--- src/rtl/pipeline_hazard_unit_if.sv ---
// pipeline_hazard_unit_if
//   Bundles every pipeline-side signal of the hazard controller.
//   slave  : the hazard unit (reads stage info, drives controls/forwarding/stats)
//   master : the datapath (drives stage info, consumes controls/forwarding/stats)
//   Decode : ID_Rs/ID_Rt/ID_UsesRs/ID_UsesRt/ID_IsBranch/ID_Redirect
//   EX     : EX_Rs/EX_Rt/EX_UsesRs/EX_UsesRt/EX_Rd/EX_RegWrite/EX_MemRead
//   MEM/WB : MEM_Rd/MEM_RegWrite/MEM_MemRead, WB_Rd/WB_RegWrite
//   Ctrl   : ClearCounters in; PCWrite/DecodeWrite/ControlMuxSignal/FlushDecode,
//            ForwardA/B, ForwardBrA/B, StallCount/FlushCount/StallRun/HazardError out
interface pipeline_hazard_unit_if #(
   parameter int unsigned REG_AW    = 5,
   parameter int unsigned CNT_W     = 16,
   parameter int unsigned MAX_STALL = 2
);
   localparam int unsigned RUN_W = $clog2(MAX_STALL + 2);

   logic [REG_AW-1:0] ID_Rs, ID_Rt;
   logic              ID_UsesRs, ID_UsesRt, ID_IsBranch, ID_Redirect;
   logic [REG_AW-1:0] EX_Rs, EX_Rt, EX_Rd;
   logic              EX_UsesRs, EX_UsesRt, EX_RegWrite, EX_MemRead;
   logic [REG_AW-1:0] MEM_Rd;
   logic              MEM_RegWrite, MEM_MemRead;
   logic [REG_AW-1:0] WB_Rd;
   logic              WB_RegWrite;
   logic              ClearCounters;

   logic              PCWrite, DecodeWrite, ControlMuxSignal, FlushDecode;
   logic [1:0]        ForwardA, ForwardB;
   logic              ForwardBrA, ForwardBrB;
   logic [CNT_W-1:0]  StallCount, FlushCount;
   logic [RUN_W-1:0]  StallRun;
   logic              HazardError;

   modport slave (
      input  ID_Rs, ID_Rt, ID_UsesRs, ID_UsesRt, ID_IsBranch, ID_Redirect,
      input  EX_Rs, EX_Rt, EX_Rd, EX_UsesRs, EX_UsesRt, EX_RegWrite, EX_MemRead,
      input  MEM_Rd, MEM_RegWrite, MEM_MemRead, WB_Rd, WB_RegWrite, ClearCounters,
      output PCWrite, DecodeWrite, ControlMuxSignal, FlushDecode,
      output ForwardA, ForwardB, ForwardBrA, ForwardBrB,
      output StallCount, FlushCount, StallRun, HazardError
   );

   modport master (
      output ID_Rs, ID_Rt, ID_UsesRs, ID_UsesRt, ID_IsBranch, ID_Redirect,
      output EX_Rs, EX_Rt, EX_Rd, EX_UsesRs, EX_UsesRt, EX_RegWrite, EX_MemRead,
      output MEM_Rd, MEM_RegWrite, MEM_MemRead, WB_Rd, WB_RegWrite, ClearCounters,
      input  PCWrite, DecodeWrite, ControlMuxSignal, FlushDecode,
      input  ForwardA, ForwardB, ForwardBrA, ForwardBrB,
      input  StallCount, FlushCount, StallRun, HazardError
   );
endinterface

--- src/rtl/pipeline_hazard_unit.sv ---
// pipeline_hazard_unit
//   Hazard controller for the 5-stage pipeline: load-use and decode-branch
//   stall detection, redirect flush, EX and branch-comparator forwarding,
//   saturating stall/flush counters and a stall-run watchdog.
//   Clk   : rising-edge clock
//   Reset : asynchronous active-high reset; also forces the pipeline controls
//           to their pass-through values while asserted
//   hz    : pipeline_hazard_unit_if.slave, all stage info in, controls out
module pipeline_hazard_unit #(
   parameter int unsigned REG_AW    = 5,
   parameter int unsigned CNT_W     = 16,
   parameter int unsigned MAX_STALL = 2
) (
   input  logic                   Clk,
   input  logic                   Reset,
   pipeline_hazard_unit_if.slave  hz
);
   localparam int unsigned RUN_W = $clog2(MAX_STALL + 2);
   localparam logic [RUN_W-1:0] RUN_SAT   = RUN_W'(MAX_STALL + 1);
   localparam logic [RUN_W-1:0] RUN_LIMIT = RUN_W'(MAX_STALL);

   typedef enum logic [1:0] {WD_RUN, WD_STALLING, WD_ERROR} wd_state_e;

   // A producer feeds a source only for a non-zero, written, actually-read register.
   function automatic logic dest_match(input logic [REG_AW-1:0] rd, input logic wr,
                                       input logic [REG_AW-1:0] src, input logic used);
      return (rd != '0) && wr && used && (rd == src);
   endfunction

   logic ex_hits_id, mem_hits_id, load_use, br_haz, stall, flush;
   logic mem_fwd_a, wb_fwd_a, mem_fwd_b, wb_fwd_b;

   wd_state_e        wd_q, wd_d;
   logic [RUN_W-1:0] run_q, run_d;
   logic [CNT_W-1:0] stall_cnt_q, stall_cnt_d;
   logic [CNT_W-1:0] flush_cnt_q, flush_cnt_d;

   always_comb begin
      ex_hits_id  = dest_match(hz.EX_Rd, hz.EX_RegWrite, hz.ID_Rs, hz.ID_UsesRs) |
                    dest_match(hz.EX_Rd, hz.EX_RegWrite, hz.ID_Rt, hz.ID_UsesRt);
      mem_hits_id = dest_match(hz.MEM_Rd, hz.MEM_RegWrite, hz.ID_Rs, hz.ID_UsesRs) |
                    dest_match(hz.MEM_Rd, hz.MEM_RegWrite, hz.ID_Rt, hz.ID_UsesRt);
      load_use    = hz.EX_MemRead & ex_hits_id;
      br_haz      = hz.ID_IsBranch & (ex_hits_id | (hz.MEM_MemRead & mem_hits_id));
      // Reset masks both so counters and controls see a quiet pipeline.
      stall       = ~Reset & (load_use | br_haz);
      flush       = ~Reset & hz.ID_Redirect & ~(load_use | br_haz);
      mem_fwd_a   = dest_match(hz.MEM_Rd, hz.MEM_RegWrite, hz.EX_Rs, hz.EX_UsesRs);
      wb_fwd_a    = dest_match(hz.WB_Rd,  hz.WB_RegWrite,  hz.EX_Rs, hz.EX_UsesRs);
      mem_fwd_b   = dest_match(hz.MEM_Rd, hz.MEM_RegWrite, hz.EX_Rt, hz.EX_UsesRt);
      wb_fwd_b    = dest_match(hz.WB_Rd,  hz.WB_RegWrite,  hz.EX_Rt, hz.EX_UsesRt);
   end

   // Stall run and counters: clear has priority over any increment.
   always_comb begin
      run_d       = '0;
      stall_cnt_d = stall_cnt_q;
      flush_cnt_d = flush_cnt_q;
      if (hz.ClearCounters) begin
         stall_cnt_d = '0;
         flush_cnt_d = '0;
      end else begin
         if (stall)
            run_d = (run_q == RUN_SAT) ? run_q : run_q + RUN_W'(1);
         if (stall && (stall_cnt_q != '1))
            stall_cnt_d = stall_cnt_q + CNT_W'(1);
         if (flush && (flush_cnt_q != '1))
            flush_cnt_d = flush_cnt_q + CNT_W'(1);
      end
   end

   always_ff @(posedge Clk or posedge Reset) begin
      if (Reset) begin
         run_q       <= '0;
         stall_cnt_q <= '0;
         flush_cnt_q <= '0;
      end else begin
         run_q       <= run_d;
         stall_cnt_q <= stall_cnt_d;
         flush_cnt_q <= flush_cnt_d;
      end
   end

   // Watchdog state register.
   always_ff @(posedge Clk or posedge Reset) begin
      if (Reset) wd_q <= WD_RUN;
      else       wd_q <= wd_d;
   end

   // Watchdog next state: ERROR is sticky; a stall cycle entered with the run
   // already at the legal maximum means the run is about to exceed it.
   always_comb begin
      wd_d = wd_q;
      case (wd_q)
         WD_ERROR: wd_d = WD_ERROR;
         default: begin
            if (stall && (run_q == RUN_LIMIT)) wd_d = WD_ERROR;
            else if (run_d != '0)              wd_d = WD_STALLING;
            else                               wd_d = WD_RUN;
         end
      endcase
   end

   // Outputs.
   always_comb begin
      hz.PCWrite          = ~stall;
      hz.DecodeWrite      = ~stall;
      hz.ControlMuxSignal = ~stall;
      hz.FlushDecode      = flush;
      hz.ForwardA         = '0;
      hz.ForwardB         = '0;
      hz.ForwardBrA       = 1'b0;
      hz.ForwardBrB       = 1'b0;
      if (!Reset) begin
         hz.ForwardA   = mem_fwd_a ? 2'b10 : (wb_fwd_a ? 2'b01 : 2'b00);
         hz.ForwardB   = mem_fwd_b ? 2'b10 : (wb_fwd_b ? 2'b01 : 2'b00);
         hz.ForwardBrA = hz.ID_IsBranch & ~hz.MEM_MemRead &
                         dest_match(hz.MEM_Rd, hz.MEM_RegWrite, hz.ID_Rs, hz.ID_UsesRs);
         hz.ForwardBrB = hz.ID_IsBranch & ~hz.MEM_MemRead &
                         dest_match(hz.MEM_Rd, hz.MEM_RegWrite, hz.ID_Rt, hz.ID_UsesRt);
      end
      hz.StallCount  = stall_cnt_q;
      hz.FlushCount  = flush_cnt_q;
      hz.StallRun    = run_q;
      hz.HazardError = (wd_q == WD_ERROR);
   end
endmodule

--- src/flat_wrapper.sv ---
// flat-port wrapper written by rule: the top's interface ports become plain ports
module pipeline_hazard_unit_flat 
#(
   parameter int unsigned REG_AW    = 5,
   parameter int unsigned CNT_W     = 16,
   parameter int unsigned MAX_STALL = 2
)
  (Clk, Reset, hz_ID_Rs, hz_ID_Rt, hz_ID_UsesRs, hz_ID_UsesRt, hz_ID_IsBranch, hz_ID_Redirect, hz_EX_Rs, hz_EX_Rt, hz_EX_Rd, hz_EX_UsesRs, hz_EX_UsesRt, hz_EX_RegWrite, hz_EX_MemRead, hz_MEM_Rd, hz_MEM_RegWrite, hz_MEM_MemRead, hz_WB_Rd, hz_WB_RegWrite, hz_ClearCounters, hz_PCWrite, hz_DecodeWrite, hz_ControlMuxSignal, hz_FlushDecode, hz_ForwardA, hz_ForwardB, hz_ForwardBrA, hz_ForwardBrB, hz_StallCount, hz_FlushCount, hz_StallRun, hz_HazardError);
  pipeline_hazard_unit_if #(.REG_AW(REG_AW), .CNT_W(CNT_W), .MAX_STALL(MAX_STALL)) hz_i ();
  input  logic Clk;
  input  logic Reset;
  input wire logic [$bits(hz_i.ID_Rs)-1:0] hz_ID_Rs;
  input wire logic [$bits(hz_i.ID_Rt)-1:0] hz_ID_Rt;
  input wire logic [$bits(hz_i.ID_UsesRs)-1:0] hz_ID_UsesRs;
  input wire logic [$bits(hz_i.ID_UsesRt)-1:0] hz_ID_UsesRt;
  input wire logic [$bits(hz_i.ID_IsBranch)-1:0] hz_ID_IsBranch;
  input wire logic [$bits(hz_i.ID_Redirect)-1:0] hz_ID_Redirect;
  input wire logic [$bits(hz_i.EX_Rs)-1:0] hz_EX_Rs;
  input wire logic [$bits(hz_i.EX_Rt)-1:0] hz_EX_Rt;
  input wire logic [$bits(hz_i.EX_Rd)-1:0] hz_EX_Rd;
  input wire logic [$bits(hz_i.EX_UsesRs)-1:0] hz_EX_UsesRs;
  input wire logic [$bits(hz_i.EX_UsesRt)-1:0] hz_EX_UsesRt;
  input wire logic [$bits(hz_i.EX_RegWrite)-1:0] hz_EX_RegWrite;
  input wire logic [$bits(hz_i.EX_MemRead)-1:0] hz_EX_MemRead;
  input wire logic [$bits(hz_i.MEM_Rd)-1:0] hz_MEM_Rd;
  input wire logic [$bits(hz_i.MEM_RegWrite)-1:0] hz_MEM_RegWrite;
  input wire logic [$bits(hz_i.MEM_MemRead)-1:0] hz_MEM_MemRead;
  input wire logic [$bits(hz_i.WB_Rd)-1:0] hz_WB_Rd;
  input wire logic [$bits(hz_i.WB_RegWrite)-1:0] hz_WB_RegWrite;
  input wire logic [$bits(hz_i.ClearCounters)-1:0] hz_ClearCounters;
  output wire logic [$bits(hz_i.PCWrite)-1:0] hz_PCWrite;
  output wire logic [$bits(hz_i.DecodeWrite)-1:0] hz_DecodeWrite;
  output wire logic [$bits(hz_i.ControlMuxSignal)-1:0] hz_ControlMuxSignal;
  output wire logic [$bits(hz_i.FlushDecode)-1:0] hz_FlushDecode;
  output wire logic [$bits(hz_i.ForwardA)-1:0] hz_ForwardA;
  output wire logic [$bits(hz_i.ForwardB)-1:0] hz_ForwardB;
  output wire logic [$bits(hz_i.ForwardBrA)-1:0] hz_ForwardBrA;
  output wire logic [$bits(hz_i.ForwardBrB)-1:0] hz_ForwardBrB;
  output wire logic [$bits(hz_i.StallCount)-1:0] hz_StallCount;
  output wire logic [$bits(hz_i.FlushCount)-1:0] hz_FlushCount;
  output wire logic [$bits(hz_i.StallRun)-1:0] hz_StallRun;
  output wire logic [$bits(hz_i.HazardError)-1:0] hz_HazardError;
  assign hz_i.ID_Rs = hz_ID_Rs;
  assign hz_i.ID_Rt = hz_ID_Rt;
  assign hz_i.ID_UsesRs = hz_ID_UsesRs;
  assign hz_i.ID_UsesRt = hz_ID_UsesRt;
  assign hz_i.ID_IsBranch = hz_ID_IsBranch;
  assign hz_i.ID_Redirect = hz_ID_Redirect;
  assign hz_i.EX_Rs = hz_EX_Rs;
  assign hz_i.EX_Rt = hz_EX_Rt;
  assign hz_i.EX_Rd = hz_EX_Rd;
  assign hz_i.EX_UsesRs = hz_EX_UsesRs;
  assign hz_i.EX_UsesRt = hz_EX_UsesRt;
  assign hz_i.EX_RegWrite = hz_EX_RegWrite;
  assign hz_i.EX_MemRead = hz_EX_MemRead;
  assign hz_i.MEM_Rd = hz_MEM_Rd;
  assign hz_i.MEM_RegWrite = hz_MEM_RegWrite;
  assign hz_i.MEM_MemRead = hz_MEM_MemRead;
  assign hz_i.WB_Rd = hz_WB_Rd;
  assign hz_i.WB_RegWrite = hz_WB_RegWrite;
  assign hz_i.ClearCounters = hz_ClearCounters;
  assign hz_PCWrite = hz_i.PCWrite;
  assign hz_DecodeWrite = hz_i.DecodeWrite;
  assign hz_ControlMuxSignal = hz_i.ControlMuxSignal;
  assign hz_FlushDecode = hz_i.FlushDecode;
  assign hz_ForwardA = hz_i.ForwardA;
  assign hz_ForwardB = hz_i.ForwardB;
  assign hz_ForwardBrA = hz_i.ForwardBrA;
  assign hz_ForwardBrB = hz_i.ForwardBrB;
  assign hz_StallCount = hz_i.StallCount;
  assign hz_FlushCount = hz_i.FlushCount;
  assign hz_StallRun = hz_i.StallRun;
  assign hz_HazardError = hz_i.HazardError;
  pipeline_hazard_unit #(.REG_AW(REG_AW), .CNT_W(CNT_W), .MAX_STALL(MAX_STALL)) u_core (.Clk(Clk), .Reset(Reset), .hz(hz_i));
endmodule
--- config.mk ---
export PLATFORM = sky130hd
export DESIGN_NAME = pipeline_hazard_unit_flat
export DESIGN_NICKNAME = d
export VERILOG_FILES = /design/src/rtl/pipeline_hazard_unit_if.sv /design/src/rtl/pipeline_hazard_unit.sv /design/src/flat_wrapper.sv
export SDC_FILE = /design/constraint.sdc
export NUM_CORES = 1
export LEC_CHECK = 0
export CORE_ASPECT_RATIO = 1.4
export CORE_UTILIZATION = 50
export DETAILED_ROUTE_END_ITERATION = 6
export PLACE_DENSITY = 0.95
export SYNTH_ARGS = -nofsm -noshare
export SYNTH_HDL_FRONTEND = slang
export SYNTH_SLANG_ARGS = --single-unit
--- constraint.sdc ---
create_clock -name Clk -period 4.91 [get_ports Clk]
set_input_delay 0.7365 -clock Clk [delete_from_list [all_inputs] [get_ports Clk]]
set_output_delay 0.7365 -clock Clk [all_outputs]
set_load 0.01 [all_outputs]
==> results.yml <==
run_status:
  status: "finished, final reports clean"
floorplan:
  die-height_microns: 89.0
  start_util_pct: 52.0
  ios: 94
  die_w_microns: 64.1
  die_area_sq_um: 5710
  row_count: 31
  core_sq_um: 5200
routing:
  drtAntennaViolNets: 0
  vias: 2634
  drtIter0Drc: 167
  routed_wirelength_mm: 7.20
  drtPass1Iterations: 4
  post-route-drc-count: 0
  viasPerCell: 5.69
  wl_per_cell_microns: 15.6
clocking:
  cts_resized: 0
  cts_tree: "done"
  holdBufCountCts: 0
  clk_pin_slew_worst_paths_ns: 0.08
  root_buffer: "clkbuf_8"
  postCtsSetupBuffers: 0
  cts_sinks: 36
  ctsLongestPathBuffers: 2
  ctsHtreeMaxLevel: 2
  cts_made_buffers: 5
  clock_latency_ns: 0.29
timing:
  setup_viol: 0
  worst_hold_slack_ns: 0.575
  fin_worst_skew_ns: 0.0101
  fin_crit_ns: 3.90
  hold_viol: 0
  max_freq_mhz: 256
  tns_ns: 0
  tightest_slew_ns: 1.09
  rsz0062_at_grt: "false"
  slew_viol_final: 0
  slew_headroom_pct: 27.1
  fin_crit_sh_pct: 79.4
worst_setup_path:
  required_ns: 4.17
  worst-r2r-cell-count: 6
  critical_path_class: "in -> out"
  slowest_stage: "or4_4"
  path_cells: "clkdlybuf4s50_1 -> or4_4 -> o21ai_4 -> nor2_2 -> o21ai_4 -> nand2_4 -> nand2_1 -> clkdlybuf4s50_1"
  r2r-end: "u_core.hz.FlushCount[4]"
  slowest_delay_ns: 0.58
  arrival_ns: 3.16
  r2r-start: "u_core.hz.FlushCount[0]"
  startpoint_type: "input port"
  end_kind: "output pin"
  crit_fanout: 10
  rrSetupSlack_ns: 2.43
logic_synthesis:
  avgSynthCellArea_sq_um: 8.75
  synth_xor_area_share_pct: 14.3
  seq_area_frac_synth_pct: 33.3
  syn_area_sq_um: 2700
  yosysTopAreaCellShare_pct: 33.3
  synth_ff_type: "dfrtp_1"
  synth_fa_ha_area_share_pct: 0.926
  ys_seq_elements: 36
  synth.area.top_cells: "dfrtp_1 (33%), xnor2_1 (7.1%), xor2_1 (7.1%)"
  synth_edf_count: 0
  yosysUniqueCellTypes: 52
  synthMuxAreaShare_pct: 5.83
  synth_top_family_by_area: "simple AND/OR/NAND/NOR gates"
  synth_cells: 309
  synth-simple-area-share_pct: 32.5
  synth_warnings: 0
  synth_top_cell_by_area: "dfrtp_1"
  postSynth.asyncResetShare_pct: 100
  syn_nets: 360
  synth_compound_area_share_pct: 9.49
finish:
  finish.utilization_pct: 72.3
  diodes: 0
  drive_above_1_share_pct: 9.07
  layout.nets: 447
  ff_latch_area_sq_um: 901
  fin_cells: 463
  multiInputGateArea_sq_um: 1700
  stdcell_area_sq_um: 3760
  area_delta_synth_final_pct: 39.1
  fillers: 405
grt:
  grt_pass1_wl_mm: 11.9
  grt_max_degree: 39
  grt_usage_pct: 26.8
  grt-ovfl-total: 0
  first_global_vias: 2560
  antenna_found_initial: 0
power:
  clockPowerShare_pct: 38.5
  leakagePower_nw: 1.45
  p_comb_share_pct: 17.7
  seq_power_share_pct: 43.8
  vdd_ir_drop_max_mv: 0.155
  p_per_area_nw_per_um2: 181
  intPower_mw: 0.511
  switching_share_pct: 25.0
  netSwitchingPower_mw: 0.171
hold_path:
  hold_depth: 2
  hold_path.class: "reg -> reg"
  min_to: "u_core.hz.FlushCount[12]"
  hold_path.startpoint: "u_core.hz.FlushCount[12]"
placed_design:
  gp_congestion: 0.859
  place_hpwl_mm: 5.58
  portBuffers: 93
  dp.cells: 455
  postPlaceCellArea_sq_um: 3650
flow_run:
  drv_cap: 0
-- sequential cells by signal (all words and copies together), names as in the netlist --
| signal | flops |
|---|---|
| u_core.hz.FlushCount | 16 |
| u_core.hz.StallCount | 16 |
| u_core.hz.StallRun | 2 |
| u_core.wd_q | 2 |
-- worst max path at each step --
stage,from,to,slack [ns],depth (start not counted)
floorplan,hz_MEM_Rd[3],hz_DecodeWrite,1.95,8
global placement,hz_MEM_Rd[3],hz_ControlMuxSignal,1.09,8
detailed placement,hz_MEM_Rd[3],hz_PCWrite,1.03,8
CTS,hz_MEM_Rd[3],hz_PCWrite,1.01,8
global route,hz_MEM_Rd[3],hz_PCWrite,0.91,8
finish,hz_MEM_Rd[3],hz_PCWrite,1.01,8
-- area by class of cell --
cell class | instances | area share, %
clock buffer | 5 | 1.83
clock inverter | 3 | 1.13
inverter | 4 | 0.399
multi-input combinational | 254 | 45.3
sequential | 36 | 24.0
tap | 66 | 2.20
timing repair buffer | 95 | 25.2
-- cells in the mapped netlist, types with 6 or more instances --
library cell  number
a21oi_1           15
nand2_1           15
clkbuf_1           7
nor4_1            10
nand4_1           10
nor2b_1           16
xor2_1            22
nand3_1           22
nor2_1            30
mux2_2            11
or4_1              6
nor3_1            13
xnor2_1           22
and2_1             7
and3_1             7
dfrtp_1           36
-- cells in the final DEF, fill, tap and decap left out, types with 2 or more instances in the layout --
cell type / netlist / final
clkdlybuf4s50_1: 0 / 93
xnor2_1: 22 / 22
or4_1: 6 / 6
inv_1: 4 / 4
nor4_1: 10 / 10
clkbuf_8: 0 / 5
nand2_1: 15 / 15
nor2b_1: 16 / 16
mux2_2: 11 / 11
ha_1: 2 / 2
nor2_1: 30 / 30
xor2_1: 22 / 22
o21ai_0: 4 / 4
buf_4: 2 / 2
nand3_1: 22 / 22
o21ai_4: 2 / 2
a21oi_1: 15 / 15
dfrtp_1: 36 / 36
nor3_1: 13 / 13
nand4_1: 10 / 10
a31o_2: 4 / 4
mux2_1: 3 / 3
or3_1: 3 / 3
o31ai_1: 3 / 3
and2_1: 7 / 7
and3_1: 7 / 7
nor3b_1: 2 / 2
nand2b_1: 3 / 3
-- cell families after synthesis --
kind of cell / after synthesis
mux: 14
flops: 36
compound gates: 37
buf+inv: 19
fa+ha+maj: 2
simple gates: 157
xor+xnor: 44
-- power by group through the flow --
| stage | Combinational (mW) | Sequential (mW) | Clock (mW) |
|---|---|---|---|
| global route | 0.132 | 0.298 | 0.281 |
| detailed placement | 0.121 | 0.304 | 0 |
| floorplan | 0.0597 | 0.304 | 0 |
| finish | 0.121 | 0.298 | 0.263 |
| global placement | 0.118 | 0.304 | 0 |
| CTS | 0.121 | 0.298 | 0.266 |
-- critical path, delay by kind of cell --
family | cells | cell delay, ns
AND/OR/NAND/NOR | 4 | 0.97
AO/OA/AOI/OAI | 2 | 0.32
buffers and inverters | 2 | 1.13
-- metal layers --
metal	global-route usage, %	wire [microns]	vias to the layer above
met4	12.9	225	0
li1	-	-	1280
met1	29.5	2730	1237
met3	4.21	281	20
met5	0	0	-
met2	50.4	3970	97
-- stage by stage --
| stage | power, mW | setup WS (ns) |
|---|---|---|
| 2_1_floorplan | 0.364 | 1.95 |
| 3_3_place_gp | 0.422 | 1.09 |
| 3_5_place_dp | 0.425 | 1.03 |
| 4_1_cts | 0.685 | 1.01 |
| 5_1_grt | 0.711 | 0.913 |
| 6_report | 0.682 | 1.01 |
Note: power is estimated with default switching activity, not from simulation.
